File: src/rtl/linear_layer_start_fifo_ctrl_if.sv
// linear_layer_start_fifo_ctrl_if: producer/consumer handshake bundle for the start-token FIFO.
// LL_FIFO_ERR_EN adds the sticky overflow/underflow error outputs.
interface linear_layer_start_fifo_ctrl_if #(
    parameter int DATA_WIDTH = 1
);
    logic                  if_full_n;
    logic                  if_write_ce;
    logic                  if_write;
    logic [DATA_WIDTH-1:0] if_din;
    logic                  if_empty_n;
    logic                  if_read_ce;
    logic                  if_read;
    logic [DATA_WIDTH-1:0] if_dout;
`ifdef LL_FIFO_ERR_EN
    logic                  if_ovf_err;
    logic                  if_udf_err;

    modport slave (
        output if_full_n, if_empty_n, if_dout, if_ovf_err, if_udf_err,
        input  if_write_ce, if_write, if_din, if_read_ce, if_read
    );
    modport master (
        input  if_full_n, if_empty_n, if_dout, if_ovf_err, if_udf_err,
        output if_write_ce, if_write, if_din, if_read_ce, if_read
    );
`else
    modport slave (
        output if_full_n, if_empty_n, if_dout,
        input  if_write_ce, if_write, if_din, if_read_ce, if_read
    );
    modport master (
        input  if_full_n, if_empty_n, if_dout,
        output if_write_ce, if_write, if_din, if_read_ce, if_read
    );
`endif
endinterface

File: src/rtl/linear_layer_start_fifo_ctrl.sv
// linear_layer_start_fifo_ctrl: show-ahead SRL-style start-token FIFO with registered full_n/empty_n.
// Optional LL_FIFO_ERR_EN adds sticky overflow/underflow error flags.
module linear_layer_start_fifo_ctrl #(
    parameter int DATA_WIDTH = 1,
    parameter int ADDR_WIDTH = 1,
    parameter int DEPTH      = 2
) (
    input  logic                          ap_clk,
    input  logic                          ap_rst_n,
    linear_layer_start_fifo_ctrl_if.slave fifo
);
    typedef enum logic [1:0] {EMPTY, PARTIAL, FULL} state_t;

    // ptr value at count == DEPTH-1; for DEPTH=1 this is the all-ones empty pointer
    localparam logic [ADDR_WIDTH-1:0] PTR_PRE_FULL = ADDR_WIDTH'(DEPTH - 2);

    state_t                r_state;
    state_t                w_state_nxt;
    logic [ADDR_WIDTH-1:0] r_ptr;
    logic [ADDR_WIDTH-1:0] w_ptr_nxt;
    logic [DATA_WIDTH-1:0] r_mem [DEPTH];
    logic [DATA_WIDTH-1:0] w_dout;
    logic                  w_wr;
    logic                  w_rd;

    assign fifo.if_full_n  = (r_state != FULL);
    assign fifo.if_empty_n = (r_state != EMPTY);
    assign w_wr = fifo.if_write & fifo.if_write_ce & fifo.if_full_n;
    assign w_rd = fifo.if_read & fifo.if_read_ce & fifo.if_empty_n;

    always_ff @(posedge ap_clk) begin
        if (w_wr) begin
            r_mem[0] <= fifo.if_din;
            for (int i = 1; i < DEPTH; i++) r_mem[i] <= r_mem[i-1];
        end
    end

    always_comb begin
        w_dout = '0;
        for (int i = 0; i < DEPTH; i++) if (r_ptr == ADDR_WIDTH'(i)) w_dout = r_mem[i];
    end

    assign fifo.if_dout = w_dout;

    always_ff @(posedge ap_clk) begin
        if (!ap_rst_n) begin
            r_state <= EMPTY;
            r_ptr   <= '1;
        end else begin
            r_state <= w_state_nxt;
            r_ptr   <= w_ptr_nxt;
        end
    end

    // simultaneous wr+rd keeps ptr: the shift moves the next-oldest entry under it
    always_comb begin
        w_state_nxt = r_state;
        w_ptr_nxt   = r_ptr;
        if (w_wr && !w_rd) begin
            w_ptr_nxt   = r_ptr + ADDR_WIDTH'(1);
            w_state_nxt = (r_ptr == PTR_PRE_FULL) ? FULL : PARTIAL;
        end else if (!w_wr && w_rd) begin
            w_ptr_nxt   = r_ptr - ADDR_WIDTH'(1);
            w_state_nxt = (r_ptr == '0) ? EMPTY : PARTIAL;
        end
    end

`ifdef LL_FIFO_ERR_EN
    logic r_ovf_err;
    logic r_udf_err;

    always_ff @(posedge ap_clk) begin
        if (!ap_rst_n) begin
            r_ovf_err <= 1'b0;
            r_udf_err <= 1'b0;
        end else begin
            r_ovf_err <= r_ovf_err | (fifo.if_write & fifo.if_write_ce & ~fifo.if_full_n);
            r_udf_err <= r_udf_err | (fifo.if_read & fifo.if_read_ce & ~fifo.if_empty_n);
        end
    end

    assign fifo.if_ovf_err = r_ovf_err;
    assign fifo.if_udf_err = r_udf_err;
`endif
endmodule

File: src/flat_wrapper.sv
// flat-port wrapper written by rule: the top's interface ports become plain ports
module linear_layer_start_fifo_ctrl_flat 
#(
    parameter int DATA_WIDTH = 1,
    parameter int ADDR_WIDTH = 1,
    parameter int DEPTH      = 2
)
  (ap_clk, ap_rst_n, fifo_if_full_n, fifo_if_empty_n, fifo_if_dout, fifo_if_write_ce, fifo_if_write, fifo_if_din, fifo_if_read_ce, fifo_if_read);
  linear_layer_start_fifo_ctrl_if #(.DATA_WIDTH(DATA_WIDTH)) fifo_i ();
  input  logic ap_clk;
  input  logic ap_rst_n;
  output wire logic [$bits(fifo_i.if_full_n)-1:0] fifo_if_full_n;
  output wire logic [$bits(fifo_i.if_empty_n)-1:0] fifo_if_empty_n;
  output wire logic [$bits(fifo_i.if_dout)-1:0] fifo_if_dout;
  input wire logic [$bits(fifo_i.if_write_ce)-1:0] fifo_if_write_ce;
  input wire logic [$bits(fifo_i.if_write)-1:0] fifo_if_write;
  input wire logic [$bits(fifo_i.if_din)-1:0] fifo_if_din;
  input wire logic [$bits(fifo_i.if_read_ce)-1:0] fifo_if_read_ce;
  input wire logic [$bits(fifo_i.if_read)-1:0] fifo_if_read;
  assign fifo_if_full_n = fifo_i.if_full_n;
  assign fifo_if_empty_n = fifo_i.if_empty_n;
  assign fifo_if_dout = fifo_i.if_dout;
  assign fifo_i.if_write_ce = fifo_if_write_ce;
  assign fifo_i.if_write = fifo_if_write;
  assign fifo_i.if_din = fifo_if_din;
  assign fifo_i.if_read_ce = fifo_if_read_ce;
  assign fifo_i.if_read = fifo_if_read;
  linear_layer_start_fifo_ctrl #(.DATA_WIDTH(DATA_WIDTH), .ADDR_WIDTH(ADDR_WIDTH), .DEPTH(DEPTH)) u_core (.ap_clk(ap_clk), .ap_rst_n(ap_rst_n), .fifo(fifo_i));
endmodule
File: config.mk
export PLATFORM = sky130hd
export DESIGN_NAME = linear_layer_start_fifo_ctrl_flat
export DESIGN_NICKNAME = d
export VERILOG_FILES = /design/src/rtl/linear_layer_start_fifo_ctrl_if.sv /design/src/rtl/linear_layer_start_fifo_ctrl.sv /design/src/flat_wrapper.sv
export SDC_FILE = /design/constraint.sdc
export NUM_CORES = 1
export LEC_CHECK = 0
export BUFFER_PORTS_ARGS = -buffer_cell sky130_fd_sc_hd__buf_4
export CAP_MARGIN = 40
export CORE_AREA = 5 5 42 44
export DETAILED_ROUTE_END_ITERATION = 12
export DIE_AREA = 0 0 47 49
export GPL_ROUTABILITY_DRIVEN = 0
export PLACE_DENSITY_LB_ADDON = 0.2
export SYNTH_ARGS = -nofsm -noshare
export SYNTH_HDL_FRONTEND = slang
export SYNTH_SLANG_ARGS = --single-unit
File: constraint.sdc
create_clock -name ap_clk -period 2.9 [get_ports ap_clk]
set_input_delay 0.29 -clock ap_clk [delete_from_list [all_inputs] [get_ports ap_clk]]
set_output_delay 0.29 -clock ap_clk [all_outputs]
set_load 0.01 [all_outputs]
==> results.toml <==
[outcome]
run_status = "complete, no violations"

[pwr]
power_density_nw_per_um2 = 568
power_leakage_nw = 0.141
ir_drop_mv = 0.186

[worst_setup_path]
rrSetupSlack_ns = 1.49
cp_max_fo = 4
cp_slowest_cell = "dfxtp_1"
reg2reg_to = "u_core.r_state[0]$_SDFFE_PN0P_"
cp-start-kind = "flop"
crit_family = "flip-flops"
r2r_start = "u_core.r_state[0]$_SDFFE_PN0P_"
critPathKind = "flop to output port"
slowest_delay_ns = 0.39
reg2reg_depth = 5
crit_path_end_kind = "output port"
required_ns = 2.61
crit_chain = "mux2_2 -> buf_4"
cp.depth = 2
worst_ep_arrival_time_ns = 1.12
worst-path-buf-inv = 1

[run]
drv_cap = 0

[clock_network]
worstSkewPairLatency_ns = 0.23
cts_tree = "yes"
cts.sinks = 5
htree_levels = 1
clock-root-buffer = "clkbuf_4"
numCtsBuffers = 3
hold_buffers = 0
post-cts-setup-buffer-count = 0
clockBufferDepth = 2
clkSlewWorstSetupHoldPaths_ns = 0.04
ctsResizeCount = 0

[hold_path]
min_to = "u_core.r_mem[0][0]$_DFFE_PP_"
hold_class = "primary input to flop"
min-delay-start = "fifo_if_din"
hold_depth = 1

[synthesis]
synth_simple_gate_area_frac = 0.200
muxShareOfSynthArea = 0.100
synth_area_leaders = "dfxtp_1 28%, edfxtp_1 28%, ha_1 5.9%"
synthAdderAreaFrac = 0.0588
syn_inst = 18
async_reset_ff_frac = 0
synth_fp_nets = 26
synth_edf_count = 2
post_synth_num_cell_types = 13
ys_warn_count = 0
yosysMostFrequentCell = "dfxtp_1"
synth_xor_area_frac = 0.0412
ys_top_cells_by_count = "3 x dfxtp_1, 2 x edfxtp_1, 2 x nand2_1, 2 x nand3_1"
yosysSeqAreaShare = 0.565
synth_ff_type = "dfxtp_1"
synth_top_family_by_area = "simple AND/OR/NAND/NOR gates"
syn_area_per_cell_um2 = 11.8
netlist.area_leader.share = 0.282
syn_area_um2 = 213
synth_compound_gate_area_share = 0.0353
synth_area_leader_cell = "dfxtp_1"
ys_seq_elements = 5

[route]
routed_wirelength_um = 397
wl_per_cell_um = 8.45
drc = 0
vias = 175
ant_nets = 0
viasPerCell = 3.72
drtIter0Drc = 2
drt_first_pass_iters = 2

[placement]
io_buffers = 9
placed_area_um2 = 300

[global_routing]
antenna_found_initial = 0
grt_pass1_wl_um = 538
grt_pass1_vias = 162
overflow = 0
grt_max_degree = 5
grt_usage = 0.0395

[timing]
rsz0062_at_grt = "false"
max_freq_ghz = 0.708
slew_headroom = 0.875
final_max_slew_viol_count = 0
tightest_slew_ns = 0.186
finalHoldViolCount = 0
timing.final.crit_share = 0.487
setup_viol = 0
fin_skew_ns = 0.000112
fin_tns_setup_ns = 0
whs_ns = 0.230
finalCriticalPeriod_ns = 1.41

[floorplan]
core_region_area_um2 = 1400
die_w_um = 47
ios = 10
num_rows = 14
start_util = 0.152
die_h_um = 49
die_area_um2 = 2300

[final_layout]
n_antenna_cell = 0
design_area_um2 = 327
fin_nets = 40
syn_to_final_growth_pct = 53.5
layout-drive-gt1-share = 0.419
cell usage in the layout, fill, tap and decap left out:
master,n
and3_1,1
buf_4,9
clkbuf_1,1
clkbuf_4,3
dfxtp_1,3
edfxtp_1,2
ha_1,1
mux2_2,1
mux2i_1,1
nand2_1,2
nand2b_1,1
nand3_1,2
nor2b_1,1
o31ai_1,1
or2_1,1
xor2_1,1
registers in the layout (all words and copies together), names as in the netlist:
register and flops:
u_core.r_mem 2, u_core.r_state 2, u_core.r_ptr 1
layer usage:
metal  GRT usage  vias to the layer above  share of wire
met4      0.0415                        0              0
met1      0.0222                       83           0.36
met2      0.0566                        2           0.61
li1            -                       90              -
met3      0.0443                        0          0.035
met5           0                        -              0
how the worst max path moves through the flow:
stage | from | end
global placement | u_core.r_state[0]$_SDFFE_PN0P_ | u_core.r_state[0]$_SDFFE_PN0P_
global route | u_core.r_state[0]$_SDFFE_PN0P_ | u_core.r_state[0]$_SDFFE_PN0P_
detailed placement | u_core.r_state[0]$_SDFFE_PN0P_ | u_core.r_state[0]$_SDFFE_PN0P_
floorplan | u_core.r_state[0]$_SDFFE_PN0P_ | u_core.r_state[0]$_SDFFE_PN0P_
finish | u_core.r_ptr$_SDFFE_PN1P_ | fifo_if_dout
CTS | u_core.r_ptr$_SDFFE_PN1P_ | fifo_if_dout
worst reg2reg max path, delay by kind of cell (launching register included):
kind          cells  cell delay, ns
fa+ha+maj         1            0.37
mux               1            0.19
simple gates      3            0.42
flops             1            0.31
layout make-up:
cell class	instances	area [µm²]
clock buffer	4	26.3
fill	161	1070
multi-input combinational	13	92.6
sequential	5	120
tap	16	20.0
timing repair buffer	9	67.6
through the flow:
stage / power, mW / worst slack, ns / std cells / utilization
floorplan: 0.0965 / 1.50 / 18 / -
global placement: 0.110 / 1.50 / 43 / 0.214
detailed placement: 0.110 / 1.49 / 43 / 0.214
CTS: 0.191 / 1.46 / 47 / 0.233
global route: 0.196 / 1.42 / 47 / 0.233
finish: 0.185 / 1.49 / 47 / 0.233
power breakdown:
| group | switching (mW) | leakage (nW) | internal, mW |
|---|---|---|---|
| Sequential | 0.00368 | 0.0434 | 0.0784 |
| Clock | 0.0253 | 0.0150 | 0.0518 |
| Combinational | 0.00989 | 0.0823 | 0.0164 |
kinds of logic after synthesis:
| group | Yosys count |
|---|---|
| and+or+nand+nor | 8 |
| DFF | 5 |
| muxes | 2 |
| AOI/OAI and AO/OA | 1 |
| xor gates and xnor gates | 1 |
| adders and majority gates | 1 |
(Power assumes the default switching activity.)
